## config.mk

```make
export PLATFORM = sky130hd
export DESIGN_NAME = ce_period_meter
export DESIGN_NICKNAME = d
export VERILOG_FILES = /design/src/rtl/ce_meter_pkg.sv /design/src/rtl/ce_edge_det.sv /design/src/rtl/ce_period_meter.sv
export SDC_FILE = /design/constraint.sdc
export NUM_CORES = 1
export LEC_CHECK = 0
export ABC_CLOCK_PERIOD_IN_PS = 6400
export BUFFER_PORTS_ARGS = -buffer_cell sky130_fd_sc_hd__buf_2
export CAP_MARGIN = 20
export CORE_ASPECT_RATIO = 0.8
export CORE_UTILIZATION = 26
export CTS_CLUSTER_SIZE = 12
export DETAILED_ROUTE_END_ITERATION = 16
export SYNTH_ARGS = -nofsm -noshare
export SYNTH_HDL_FRONTEND = slang
export SYNTH_SLANG_ARGS = --single-unit
export TNS_END_PERCENT = 5
```

## constraint.sdc

```tcl
create_clock -name CLK -period 6.4 [get_ports CLK]
set_input_delay 0.32 -clock CLK [delete_from_list [all_inputs] [get_ports CLK]]
set_output_delay 0.32 -clock CLK [all_outputs]
set_load 0.01 [all_outputs]
```

## src/rtl/ce_meter_pkg.sv

```systemverilog
// rtl/ce_meter_pkg.sv - shared state encoding and parameter defaults for the CE period meter
package ce_meter_pkg;

  typedef enum logic [1:0] {
    ST_IDLE       = 2'd0,
    ST_WAIT_FIRST = 2'd1,
    ST_MEASURE    = 2'd2
  } state_e;

  localparam int unsigned DEF_CNT_W      = 17;
  localparam int unsigned DEF_EXP_PERIOD = 100000;
  localparam int unsigned DEF_TOL        = 2;
  localparam int unsigned DEF_LOCK_N     = 4;

endpackage

```

## src/rtl/ce_edge_det.sv

```systemverilog
// rtl/ce_edge_det.sv - rising-edge detector; a level held high yields a single RISE
module ce_edge_det (
  input  logic CLK,
  input  logic RST,
  input  logic D,
  output logic RISE
);

  logic prev_q;
  logic prev_d;

  always_comb begin
    prev_d = D;
  end

  always_ff @(posedge CLK) begin
    if (RST) begin
      prev_q <= 1'b0;
    end else begin
      prev_q <= prev_d;
    end
  end

  assign RISE = D & ~prev_q;

endmodule

```

## src/rtl/ce_period_meter.sv

```systemverilog
// rtl/ce_period_meter.sv - measures CE_IN strobe period, flags overrun/timeout, tracks lock
module ce_period_meter
  import ce_meter_pkg::*;
#(
  parameter int unsigned CNT_W      = DEF_CNT_W,
  parameter int unsigned EXP_PERIOD = DEF_EXP_PERIOD,
  parameter int unsigned TOL        = DEF_TOL,
  parameter int unsigned LOCK_N     = DEF_LOCK_N
) (
  input  logic             CLK,
  input  logic             RST,
  input  logic             EN,
  input  logic             CE_IN,
  input  logic             READY,
  output logic [CNT_W-1:0] PERIOD,
  output logic             VALID,
  output logic             OVERRUN,
  output logic             TIMEOUT,
  output logic             LOCKED
);

  localparam int unsigned      LK_W      = $clog2(LOCK_N + 1);
  localparam logic [CNT_W-1:0] CNT_MAX   = {CNT_W{1'b1}};
  localparam logic [CNT_W-1:0] LO_BOUND  = CNT_W'(EXP_PERIOD - TOL);
  localparam logic [CNT_W-1:0] HI_BOUND  = CNT_W'(EXP_PERIOD + TOL);
  localparam logic [LK_W-1:0]  LOCK_FULL = LK_W'(LOCK_N);

  state_e           state_q, state_d;
  logic [CNT_W-1:0] cnt_q, cnt_d;
  logic [CNT_W-1:0] period_q, period_d;
  logic             valid_q, valid_d;
  logic             overrun_q, overrun_d;
  logic             timeout_q, timeout_d;
  logic [LK_W-1:0]  lock_cnt_q, lock_cnt_d;
  logic             locked_q, locked_d;

  logic rise;
  logic first_edge;
  logic load;
  logic tmo;
  logic in_range;

  ce_edge_det u_edge_det (
    .CLK  (CLK),
    .RST  (RST),
    .D    (CE_IN),
    .RISE (rise)
  );

  // An edge coinciding with a saturated count is a valid measurement, so it blocks the timeout.
  assign first_edge = EN && (state_q == ST_WAIT_FIRST) && rise;
  assign load       = EN && (state_q == ST_MEASURE) && rise;
  assign tmo        = EN && (state_q == ST_MEASURE) && !rise && (cnt_q == CNT_MAX);
  assign in_range   = (cnt_q >= LO_BOUND) && (cnt_q <= HI_BOUND);

  always_ff @(posedge CLK) begin
    if (RST) begin
      state_q    <= ST_IDLE;
      cnt_q      <= '0;
      period_q   <= '0;
      valid_q    <= 1'b0;
      overrun_q  <= 1'b0;
      timeout_q  <= 1'b0;
      lock_cnt_q <= '0;
      locked_q   <= 1'b0;
    end else begin
      state_q    <= state_d;
      cnt_q      <= cnt_d;
      period_q   <= period_d;
      valid_q    <= valid_d;
      overrun_q  <= overrun_d;
      timeout_q  <= timeout_d;
      lock_cnt_q <= lock_cnt_d;
      locked_q   <= locked_d;
    end
  end

  always_comb begin
    state_d = state_q;
    if (!EN) begin
      state_d = ST_IDLE;
    end else begin
      case (state_q)
        ST_IDLE:       state_d = ST_WAIT_FIRST;
        ST_WAIT_FIRST: if (rise) state_d = ST_MEASURE;
        ST_MEASURE:    if (tmo) state_d = ST_WAIT_FIRST;
        default:       state_d = ST_IDLE;
      endcase
    end
  end

  always_comb begin
    cnt_d      = '0;
    period_d   = period_q;
    valid_d    = valid_q;
    overrun_d  = overrun_q;
    timeout_d  = tmo;
    lock_cnt_d = lock_cnt_q;

    if (first_edge || load) begin
      cnt_d = CNT_W'(1);
    end else if (EN && (state_q == ST_MEASURE)) begin
      cnt_d = cnt_q + CNT_W'(1);
    end

    if (!EN) begin
      valid_d    = 1'b0;
      overrun_d  = 1'b0;
      lock_cnt_d = '0;
    end else if (load) begin
      period_d = cnt_q;
      valid_d  = 1'b1;
      if (valid_q && !READY) begin
        overrun_d = 1'b1;
      end
      if (!in_range) begin
        lock_cnt_d = '0;
      end else if (lock_cnt_q != LOCK_FULL) begin
        lock_cnt_d = lock_cnt_q + LK_W'(1);
      end
    end else begin
      if (valid_q && READY) begin
        valid_d = 1'b0;
      end
      if (tmo) begin
        lock_cnt_d = '0;
      end
    end

    locked_d = (lock_cnt_d == LOCK_FULL);
  end

  assign PERIOD  = period_q;
  assign VALID   = valid_q;
  assign OVERRUN = overrun_q;
  assign TIMEOUT = timeout_q;
  assign LOCKED  = locked_q;

endmodule
```

==> results.ini, run 1 <==
[status]
status = complete, but fails checks
failed_checks = DRC

[detailed_routing]
drt-met1-wl_mm = 2.12
via_per_inst = 4.56
wl_per_cell_um = 11.4
first_pass_iters = 10
top_layer = met4
wl_met2_mm = 1.49
met3_length_um = 185
detail-route-antenna-nets = 0
drt_first_iter_violations = 62
num_vias = 1546
drt_wl_total_mm = 3.86
drc = 3

[placement]
dpl_worst_slack_ns = 3.89
placedInstanceArea_um2 = 2100
gp_congestion = 0.827
port_buffers = 25
hpwl_mm = 2.75

[cells_and_area]
fillCellCount = 739
diodes = 0
fin_area_um2 = 2190
drive_gt1_share_pct = 14.7
multi_input_area_um2 = 958
area_growth_pct = 14.6
seq_area_um2 = 881
fin_nets = 261

[worst_hold_path]
hp-class = primary input to register
min_from = CE_IN

[yosys]
avgSynthCellArea_um2 = 8.30
syn_inst = 230
synth_area_leaders = dfxtp_1, nand2_1, a21oi_1
syn-cell-area_um2 = 1910
ys_async_sr_fraction_pct = 0
synth_cell_types = 32
synth_edf_count = 0
yosysTopAreaCell = dfxtp_1
synth.most_common_cell = nand2_1
synth_seq_cells = 44
ys_top_cells_by_count = nand2_1, dfxtp_1, nor2_1
syn_nets = 240
synth_top_cell_area_share_pct = 46.2
ys_seq_area_share_pct = 46.2
synthFlopType = dfxtp_1
yosysWarningCount = 0

[die]
rows = 27
coreArea_um2 = 6990
initial_core_util_pct = 27.3
die_x_um = 97.8
dieArea_um2 = 7690
io_pins = 26
die_h_um = 78.6

[sta]
fin_crit_sh_pct = 39.6
finalClockSkew_ns = 0.00998
clock.fmax_mhz = 395
hold_slack_ns = 0.263
setup_tns_ns = 0
period_needed_ns = 2.53
setup_ws_ns = 3.87
finalHoldViolations = 0
setup_viol = 0
slew_viol_final = 0
slew-limit-headroom_pct = 44.0
rsz0062_at_grt = no
tightest_slew_ns = 0.837

[pwr]
power.total_uw = 467
vdd_drop_max_uv = 86.9
seq_power_share_pct = 59.0
p_sw_share_pct = 21.7
clkPwrFrac_pct = 39.1
power_density_nw_per_um2 = 213
netSwitchingPower_uw = 101
leakagePower_nw = 0.766
pwr-share-comb_pct = 2.0
p_int_uw = 365

[clock_network]
numCtsBuffers = 5
clk_pin_slew_ns = 0.09
cts.sinks = 44
cts_root_buf = clkbuf_8
cts_resized = 0
clockBufferDepth = 2
clock_latency_ns = 0.30
htree_levels = 2
cts_hold_buf = 0
cts_setup_buffers = 0
cts_tree = done

[global_routing]
grt_max_degree = 23
grt-ovfl-total = 0
antenna_found_initial = 0
grt_pass1_wl_mm = 6.84
grt_pass1_vias = 1437
grt.total_usage_pct = 11.3

[critical_path]
cp_max_fo = 9
cp_data_arrival_time_ns = 2.76
crit_required_ns = 6.63
cp-startpoint = cnt_q[0]
critPathKind = register to register
crit_path_end_kind = register
rr_startpoint = cnt_q[0]
start_kind = register

[job]
maxCapViolCount = 0

-- layer usage --
layer | GRT usage (%) | up-vias
li1 | - | 810
met1 | 15.3 | 695
met2 | 16.4 | 33
met3 | 3.21 | 8
met4 | 5.15 | 0
met5 | 0 | -
-- stage by stage --
step / instances / util [%]
floorplan: 230 / -
global placement: 331 / 30.0
detailed placement: 331 / 30.0
CTS: 339 / 31.3
global route: 339 / 31.3
finish: 339 / 31.3
-- layout by cell type (no fill, tap or decap), types with 2 or more instances in the layout --
cell	n
a21oi_1	26
and3_1	2
and4_1	2
buf_2	25
clkbuf_1	2
clkbuf_8	6
dfxtp_1	44
ha_1	5
inv_1	6
nand2_1	45
nand2b_1	5
nand3_1	12
nand4_1	5
nor2_1	29
nor2b_1	4
nor3_1	2
nor4_1	2
o21ai_0	3
or3_1	2
xnor2_1	4
xor2_1	9
-- power groups by stage --
stage                     sequential [mW]  clock [mW]  combinational [mW]
after global placement              0.282           0             0.00933
final                               0.275       0.182             0.00915
after detailed placement            0.282           0             0.00919
after global routing                0.275       0.202              0.0105
after floorplan                     0.281           0             0.00614
after CTS                           0.275       0.189             0.00921
-- cells by family (layout without fill, tap and decap cells) --
| family | after synthesis | count (layout) | synth area share, % |
|---|---|---|---|
| compound gates | 35 | 35 | 11.6 |
| fa+ha+maj | 5 | 5 | 3.28 |
| flops | 44 | 44 | 46.2 |
| mux | 1 | 1 | 0.787 |
| xor+xnor | 13 | 13 | 5.97 |
| simple gates | 115 | 115 | 28.6 |
| buf+inv | 17 | 39 | 3.61 |
-- worst max-delay path, cell delays in order (launching register included) --
cell	delay (ns)
dfxtp_1	0.49
ha_1	0.27
inv_1	0.07
nor2_1	0.22
nand2_1	0.16
nor2_1	0.13
ha_1	0.16
nand4_1	0.20
a22o_1	0.30
mux2_4	0.26
a211oi_2	0.19
-- sequential cells by signal (all words and copies together), names as in the netlist --
register           count
lock_cnt_q             3
VALID                  1
state_q                2
OVERRUN                1
PERIOD                17
TIMEOUT                1
LOCKED                 1
cnt_q                 17
u_edge_det.prev_q      1
-- layout make-up --
cell class                 instances  area share (%)
timing repair buffer              25            5.72
tap                               87            4.98
clock buffer                       8            4.12
sequential                        44            40.3
inverter                           6            1.03
multi-input combinational        169            43.8
-- worst paths after layout --
path                                           to  slack, ns  depth (start not counted)
worst max register to register             LOCKED       3.87                         10
worst min register to register          PERIOD[8]       0.45                          2
worst max-delay path                       LOCKED       3.87                         10
worst min-delay path            u_edge_det.prev_q       0.26                          2
No activity file was read; power rests on OpenSTA's default activity.
==> run 2, diff against run 1 <==
--- a/config.mk
+++ b/config.mk
@@ -5,7 +5,8 @@
 export SDC_FILE = /design/constraint.sdc
 export NUM_CORES = 1
 export LEC_CHECK = 0
-export ABC_CLOCK_PERIOD_IN_PS = 6400
+export ABC_AREA = 1
+export ABC_CLOCK_PERIOD_IN_PS = 2200
 export BUFFER_PORTS_ARGS = -buffer_cell sky130_fd_sc_hd__buf_2
 export CAP_MARGIN = 20
 export CORE_ASPECT_RATIO = 0.8
==> constraint.sdc (replaced) <==
create_clock -name CLK -period 2.2 [get_ports CLK]
set_input_delay 0.11 -clock CLK [delete_from_list [all_inputs] [get_ports CLK]]
set_output_delay 0.11 -clock CLK [all_outputs]
set_load 0.01 [all_outputs]
==> run 2 against run 1 <==
Effect of this change: the run now ends clean; synthesized area increased by 8.4%; critical path depth rose by 3; clock power grew to 2.9 times the previous value; utilization rose by 0.60 points; synthesized cell count increased by 16%; sequential power increased to 2.9 times the previous value; fmax grew 28%; critical endpoint is now lock_cnt_q[0].
==> results.ini, run 2 <==
[sta]
slew-limit-headroom_pct = 57.2  ; +13 points
setup_tns_ns = 0  ; unchanged
tightest_slew_ns = 0.638  ; -0.199 ns
slew_viol_final = 0  ; unchanged
clock.fmax_mhz = 506  ; +28%
setup_viol = 0  ; unchanged
finalHoldViolations = 0  ; unchanged
rsz0062_at_grt = no
fin_crit_sh_pct = 89.9  ; +50 points
finalClockSkew_ns = 0.00659  ; -0.00339 ns
period_needed_ns = 1.98  ; -0.558 ns

[yosys]
ys_async_sr_fraction_pct = 0  ; unchanged
synth_top_cell_area_share_pct = 42.6  ; -3.6 points
synth.most_common_cell = nand2_1
yosysTopAreaCell = dfxtp_1
avgSynthCellArea_um2 = 7.75  ; -6.6%
syn_inst = 267  ; +16%
synth_cell_types = 28  ; -13%
yosysWarningCount = 0  ; unchanged
syn-cell-area_um2 = 2070  ; +8.4%
synth_seq_cells = 44  ; unchanged
ys_seq_area_share_pct = 42.6  ; -3.6 points
syn_nets = 277  ; +15%
synthFlopType = dfxtp_1
synth_edf_count = 0  ; unchanged
synth_area_leaders = dfxtp_1, nand2_1, nor2_1
ys_top_cells_by_count = nand2_1, dfxtp_1, nor2_1

[pwr]
leakagePower_nw = 0.865  ; +13%
vdd_drop_max_uv = 214  ; +150%
power_density_nw_per_um2 = 569  ; +170%
power.total_mw = 1.37  ; +190%

[critical_path]
start_kind = register
crit_path_end = lock_cnt_q[0]
worstSetupPathDepth = 13  ; +3
cp_max_fo = 5  ; -4
critPathKind = register to register
reg2reg_to = lock_cnt_q[0]
path_cells = ha_1 -> inv_1 -> nor2_4 -> nand2_1 -> nor2_2 -> nand3_1 -> nor4_2 -> ha_2 -> a31oi_1 -> nand3_1 -> inv_1 -> nand2_1 -> nor2_1
path_buf_inv = 2  ; +1
cpMaxStageDelayCell = dfxtp_2
slowest_delay_ns = 0.36  ; -0.13 ns
ff2ff_path_depth = 13  ; +3
cp_data_arrival_time_ns = 2.16  ; -0.60 ns
cp-startpoint = cnt_q[0]
timing.reg2reg.setup_slack_ns = 0.22  ; -3.64 ns
crit_path_end_kind = register
critPathTopFamily = simple AND/OR/NAND/NOR gates
rr_startpoint = cnt_q[0]
crit_required_ns = 2.38  ; -4.25 ns

[detailed_routing]
drt_first_iter_violations = 51  ; -18%
drt_wl_total_mm = 4.43  ; +15%
num_vias = 1783  ; +15%
detail-route-antenna-nets = 0  ; unchanged
via_per_inst = 4.41  ; -3.2%
first_pass_iters = 4  ; -6
wl_per_cell_um = 11.0  ; -3.6%
drc = 0  ; -3

[placement]
hpwl_mm = 3.30  ; +20%
port_buffers = 25  ; unchanged
gp_congestion = 0.807  ; -2.3%

[clock_network]
cts_hold_buf = 0  ; unchanged
cts_setup_buffers = 0  ; unchanged
htree_levels = 2  ; unchanged
cts_root_buf = clkbuf_8
cts.sinks = 44  ; unchanged
clock_latency_ns = 0.29  ; about the same
clk_pin_slew_ns = 0.09  ; about the same
cts_resized = 0  ; unchanged
cts_tree = done
numCtsBuffers = 5  ; unchanged
clockBufferDepth = 2  ; unchanged

[cells_and_area]
diodes = 0  ; unchanged
layout_commonest_cell = nand2_1
layout_common_cells = nand2_1, dfxtp_1, nor2_1
drive_gt1_share_pct = 22.7  ; +8.1 points
area_growth_pct = 16.0
fin_util_pct = 31.9  ; +0.60 points
fin_nets = 308  ; +18%

[job]
maxCapViolCount = 0  ; unchanged

[global_routing]
grt_pass1_wl_mm = 7.45  ; +8.9%
grt_pass1_vias = 1594  ; +11%
grt.total_usage_pct = 11.8  ; +0.52 points
antenna_found_initial = 0  ; unchanged
grt_max_degree = 24  ; +4.3%
grt-ovfl-total = 0  ; unchanged

[worst_hold_path]
hp-class = primary input to register

[die]
initial_core_util_pct = 27.5  ; +0.17 points
rows = 28  ; +3.7%
die_x_um = 102  ; +4.0%
die_h_um = 81.8  ; +4.0%
dieArea_um2 = 8320  ; +8.2%
io_pins = 26  ; unchanged
coreArea_um2 = 7530  ; +7.7%

[status]
status = complete, no violations

run 2: routing by layer:
metal	wire length [um]	GRT usage, %
met4	87	5.36
met3	249	2.81
met1	2370	16.8
met2	1730	16.6
met5	0	0
run 2: through the flow:
| stage | hold slack (ns) | cell area (um^2) | std cells | worst slack [ns] |
|---|---|---|---|---|
| finish | 0.0517 | 2400 | 404 | 0.223 |
| floorplan | 0.188 | 2070 | 267 | 0.323 |
| global placement | 0.351 | 2290 | 396 | 0.217 |
| global route | 0.0560 | 2400 | 404 | 0.0106 |
| detailed placement | 0.361 | 2290 | 396 | 0.148 |
| CTS | 0.0418 | 2380 | 404 | 0.142 |
run 2: cells by family after synthesis:
group	count (synthesis)	synth area share, %
xor+xnor	1	0.424
flops	44	42.6
buf+inv	40	9.56
compound gates	50	15.7
simple gates	127	28.7
fa+ha+maj	5	3.02
run 2: power by group:
part           internal [mW]  leakage, nW  switching (mW)  total (mW)
clock                  0.251       0.0510           0.273       0.524
combinational         0.0115        0.458          0.0290      0.0405
sequential             0.800        0.356         0.00261       0.802
total                   1.06        0.865           0.305        1.37
run 2: worst register-to-register path, stage by stage, from the launching register on:
cell	delay [ns]
dfxtp_2	0.36
ha_1	0.14
inv_1	0.08
nor2_4	0.15
nand2_1	0.08
nor2_2	0.14
nand3_1	0.12
nor4_2	0.17
ha_2	0.24
a31oi_1	0.13
nand3_1	0.13
inv_1	0.04
nand2_1	0.05
nor2_1	0.04
run 2: area by class of cell:
type	instances	area (um^2)
Clock inverter	2	10.0
Multi-Input combinational cell	183	1000
Clock buffer	6	82.6
Fill cell	818	5130
Inverter	34	128
Tap cell	105	131
Timing Repair Buffer	30	163
Sequential cell	44	883
run 2: how the worst min path moves through the flow:
stage,cells past startpoint,to,start,slack [ns]
2_1_floorplan,1,PERIOD[0],RST,0.19
3_3_place_gp,3,u_edge_det.prev_q,CE_IN,0.35
3_5_place_dp,3,u_edge_det.prev_q,CE_IN,0.36
4_1_cts,3,u_edge_det.prev_q,CE_IN,0.04
5_1_grt,3,u_edge_det.prev_q,CE_IN,0.06
6_report,3,u_edge_det.prev_q,CE_IN,0.05
